[config.mk]
export PLATFORM = sky130hd
export DESIGN_NAME = base3_digit_serializer
export DESIGN_NICKNAME = d
export VERILOG_FILES = /design/src/rtl/base3_pkg.sv /design/src/rtl/base3_digit_serializer.sv
export SDC_FILE = /design/constraint.sdc
export NUM_CORES = 1
export LEC_CHECK = 0
export CAP_MARGIN = 10
export CORE_UTILIZATION = 50
export DETAILED_ROUTE_END_ITERATION = 7
export PLACE_DENSITY = 0.91
export SLEW_MARGIN = 10
export SYNTH_ARGS = -nofsm -noshare
export SYNTH_HDL_FRONTEND = slang
export SYNTH_SLANG_ARGS = --single-unit
[constraint.sdc]
create_clock -name clk -period 2.75 [get_ports clk]
set_input_delay 0.55 -clock clk [delete_from_list [all_inputs] [get_ports clk]]
set_output_delay 0.55 -clock clk [all_outputs]
set_load 0.03 [all_outputs]
[src/rtl/base3_pkg.sv]
// rtl/base3_pkg.sv - shared widths, trit codes and serializer state encoding for the base-3 path
package base3_pkg;

    localparam int NUM_TRITS = 16;
    localparam int TRIT_W    = 2;
    localparam int WORD_W    = NUM_TRITS * TRIT_W;
    localparam int IDX_W     = $clog2(NUM_TRITS);

    localparam logic [TRIT_W-1:0] TRIT_0   = 2'b00;
    localparam logic [TRIT_W-1:0] TRIT_1   = 2'b01;
    localparam logic [TRIT_W-1:0] TRIT_2   = 2'b10;
    localparam logic [TRIT_W-1:0] TRIT_BAD = 2'b11;

    localparam logic [IDX_W-1:0] IDX_LAST = IDX_W'(NUM_TRITS - 1);

    typedef enum logic [1:0] {
        IDLE = 2'd0,
        SKIP = 2'd1,
        SEND = 2'd2,
        DONE = 2'd3
    } state_t;

    function automatic logic [TRIT_W-1:0] get_trit(input logic [WORD_W-1:0] word,
                                                   input logic [IDX_W-1:0]  i);
        return word[i*TRIT_W +: TRIT_W];
    endfunction

endpackage

[src/rtl/base3_digit_serializer.sv]
// rtl/base3_digit_serializer.sv - emits a captured packed base-3 word one trit per beat, MSB first
// Optional leading-zero suppression is enabled by defining LEAD_ZERO_SUPPRESS_EN.
module base3_digit_serializer
    import base3_pkg::*;
(
    input  logic              clk,
    input  logic              rst,
    input  logic [WORD_W-1:0] base3_no,
    input  logic              load,
    output logic              busy,
    output logic [TRIT_W-1:0] digit_out,
    output logic              digit_valid,
    input  logic              digit_ready,
    output logic              digit_last,
    output logic              frame_done,
    output logic              err
);

    state_t             state;
    logic [WORD_W-1:0]  shreg;
    logic [IDX_W-1:0]   idx;

    always_ff @(posedge clk) begin
        if (rst) begin
            state       <= IDLE;
            shreg       <= '0;
            idx         <= '0;
            busy        <= 1'b0;
            digit_out   <= TRIT_0;
            digit_valid <= 1'b0;
            digit_last  <= 1'b0;
            frame_done  <= 1'b0;
            err         <= 1'b0;
        end else begin
            case (state)
                IDLE: begin
                    if (load) begin
                        shreg <= base3_no;
                        err   <= 1'b0;
                        busy  <= 1'b1;
`ifdef LEAD_ZERO_SUPPRESS_EN
                        // The top trit is examined here so a nonzero MSB costs no skip cycle.
                        if (get_trit(base3_no, IDX_LAST) == TRIT_0) begin
                            state <= SKIP;
                            idx   <= IDX_LAST - 1'b1;
                        end else begin
                            state       <= SEND;
                            idx         <= IDX_LAST;
                            digit_valid <= 1'b1;
                            digit_out   <= get_trit(base3_no, IDX_LAST);
                            digit_last  <= (IDX_LAST == '0);
                        end
`else
                        state       <= SEND;
                        idx         <= IDX_LAST;
                        digit_valid <= 1'b1;
                        digit_out   <= get_trit(base3_no, IDX_LAST);
                        digit_last  <= (IDX_LAST == '0);
`endif
                    end
                end
`ifdef LEAD_ZERO_SUPPRESS_EN
                SKIP: begin
                    if (get_trit(shreg, idx) == TRIT_0 && idx != '0) begin
                        idx <= idx - 1'b1;
                    end else begin
                        state       <= SEND;
                        digit_valid <= 1'b1;
                        digit_out   <= get_trit(shreg, idx);
                        digit_last  <= (idx == '0);
                    end
                end
`endif
                SEND: begin
                    if (digit_ready) begin
                        if (digit_out == TRIT_BAD) begin
                            err <= 1'b1;
                        end
                        if (idx == '0) begin
                            state       <= DONE;
                            digit_valid <= 1'b0;
                            digit_last  <= 1'b0;
                            digit_out   <= TRIT_0;
                            frame_done  <= 1'b1;
                        end else begin
                            idx        <= idx - 1'b1;
                            digit_out  <= get_trit(shreg, idx - 1'b1);
                            digit_last <= (idx == IDX_W'(1));
                        end
                    end
                end
                DONE: begin
                    frame_done <= 1'b0;
                    busy       <= 1'b0;
                    state      <= IDLE;
                end
                default: begin
                    state <= IDLE;
                end
            endcase
        end
    end

endmodule

==> flow_metrics.tcl <==
set metrics [dict create \
    outcome "finished clean" \
    rows 22 \
    grt_max_degree 47 \
    yosysTopAreaCell "dfxtp_1" \
    hold_slack_ns 0.4532 \
    fin_ws_ns 0.7409 \
    synth_nets 257 \
    wirelength_mm 4.002 \
    ys_ff_latch 45 \
    rsz0062_at_grt "false" \
    hold_viol 0 \
    worstPathArrival_ns 2.19 \
    cts_buffers 5 \
    min_period_ns 2.009 \
    synth_top_cell_area_share_pct 46.12 \
    vias 1637 \
    synth_area_leaders "dfxtp_1, nand2_1, mux4_1, a21oi_1, mux4_2" \
    async_reset_ff_share_pct 0 \
    cts_resized 0 \
    power_mw 1.460 \
    holdCritPathClass "register to register" \
    cts.path.max_buffers 2 \
    avgRoutedWirePerCell_um 13.04 \
    clock-skew-final_ns 0.004721 \
    ys.warnings.count 0 \
    grt_pass1_wl_mm 6.624 \
    hold_path_depth 2 \
    die_h_um 64.50 \
    io_buffers 42 \
    antenna_left 0 \
    antenna_found_initial 0 \
    post_dp_cell_area_um2 2412 \
    utilization_pct 67.64 \
    ir_drop_mv 0.4002 \
    p_per_area_nw_per_um2 580.9 \
    drive_above_1_share_pct 6.950 \
    n_fill_cell 304 \
    synthCells 219 \
    drc_errors 0 \
    worstPathMaxFanout 9 \
    timing.fmax_ghz 0.4977 \
    cts_tree "built" \
    r2r_end "digit_out[0]" \
    grt_remaining_overflow 0 \
    synth-seq-area-share_pct 46.12 \
    p_leak_nw 0.9680 \
    rr_worst_depth 5 \
    start_util_pct 52.56 \
    cp-start-kind "register" \
    hold_buffers 0 \
    syn_avg_cell_area_um2 8.918 \
    setup_viol 0 \
    diodes 0 \
    drt_pass1_iterations 4 \
    io_pins 43 \
    cts_setup_buffers 0 \
    dieArea_um2 4160 \
    grt_pass1_vias 1520 \
    dp_slack_ns 0.5098 \
    startpoint "idx[1]" \
    slew_headroom_pct 63.15 \
    yosysUniqueCellTypes 36 \
    stdcell_area_um2 2514 \
    placed_cells 299 \
    synth_edf_count 0 \
    clk_pin_slew_worst_paths_ns 0.08 \
    area_growth_pct 28.70 \
    dp_hpwl_mm 2.837 \
    r2r_setup_slack_ns 0.74 \
    crit_end "digit_out[0]" \
    core_area_um2 3716 \
    maxSlewViolCount 0 \
    crit_type "register to register" \
    root_buffer "clkbuf_8" \
    cts.sinks 45 \
    final_cells 307 \
    clk_latency_ns 0.30 \
    synth_ff_type "dfxtp_1" \
    timing.rr.start "idx[1]" \
    cap_violations 0 \
    grt_util_all_layers_pct 21.02 \
    regArea_um2 900.9 \
    syn_area_um2 1953 \
    worstMarginPinSlew_ns 0.5494 \
    die_width_um 64.50 \
    layout.nets 296 \
    fin_setup_tns_ns 0 \
    initialDrtViolationCount 119 \
    place_congestion 0.8353 \
    h-tree-depth 2 \
    multiInputGateArea_um2 978.4 \
    critPathRequiredTime_ns 2.93 \
    period_share_pct 73.06 \
    critPathCaptureType "register" \
    via_per_inst 5.332 \
]
[registers in the layout, indices dropped and copies added (netlist names)]
name	flops
busy	1
digit_last	1
digit_out	2
digit_valid	1
err	1
frame_done	1
idx	4
shreg	32
state	2
[layout by cell type, fill, tap and decap left out, types with 3 or more instances in the layout]
cell type         n
nand2_1          66
dfxtp_1          45
clkdlybuf4s50_1  42
a21oi_1          36
nor2_1            8
mux4_1            7
clkbuf_8          7
buf_4             5
inv_1             4
mux2i_1           3
nor3_1            3
[cell usage after synthesis (all sizes together), types with 2 or more instances]
cell type  number
nand3b          2
buf             4
a21oi          36
nor2b           2
xor2            2
nor2            8
nand2          66
nor3b           2
mux4            9
ha              2
inv             4
nand2b          2
mux2i           3
o21ai           2
nor3            3
dfxtp          45
clkbuf         11
a211oi          2
[cells by family (layout without fill, tap and decap cells)]
group                      count (synthesis)  count (layout)  share of synthesized area (%)
and+or+nand+nor                           88              88                          19.09
AOI/OAI and AO/OA                         50              50                          14.67
DFF                                       45              45                          46.12
buffers and inverters                     19              59                          4.100
muxes                                     13              13                          13.84
adders and majority gates                  2               2                          1.281
xor gates and xnor gates                   2               2                         0.8970
[report_power, final]
group | leakage, nW | switching, mW | total (mW) | internal (mW)
logic | 0.544 | 0.144 | 0.298 | 0.153
clock network | 0.0542 | 0.212 | 0.439 | 0.227
registers | 0.370 | 0.0289 | 0.724 | 0.695
[routing by layer]
metal  up-vias  track usage, %  routed length, um
li1        836               -                  -
met1       750           25.25               1732
met2        46           35.39               2018
met3         5           6.514                200
met4         0           7.222                 51
met5         -               0                  0
[final cells by class]
class                   count  area share [%]
clock buffers               7           3.833
clock inverters             1          0.1991
inverters                   4          0.5973
multi-input cells         155           38.92
flip-flops and latches     45           35.84
well taps                  48           2.389
repair buffers             47           18.22
[worst max-delay path: stages (launching register included)]
cell       delay, ns
dfxtp_1         0.35
inv_1           0.07
ha_1            0.50
mux4_2          0.36
mux4_2          0.49
o2bb2ai_1       0.13
[worst min-delay path by stage]
| stage | from | end | slack [ns] |
|---|---|---|---|
| 6_report | shreg[5] | shreg[5] | 0.45 |
| 5_1_grt | shreg[5] | shreg[5] | 0.47 |
| 4_1_cts | shreg[5] | shreg[5] | 0.46 |
| 3_5_place_dp | shreg[5] | shreg[5] | 0.44 |
| 3_3_place_gp | shreg[10] | shreg[10] | 0.44 |
| 2_1_floorplan | shreg[12] | shreg[12] | 0.43 |
Power figures use the tool's default switching activity.
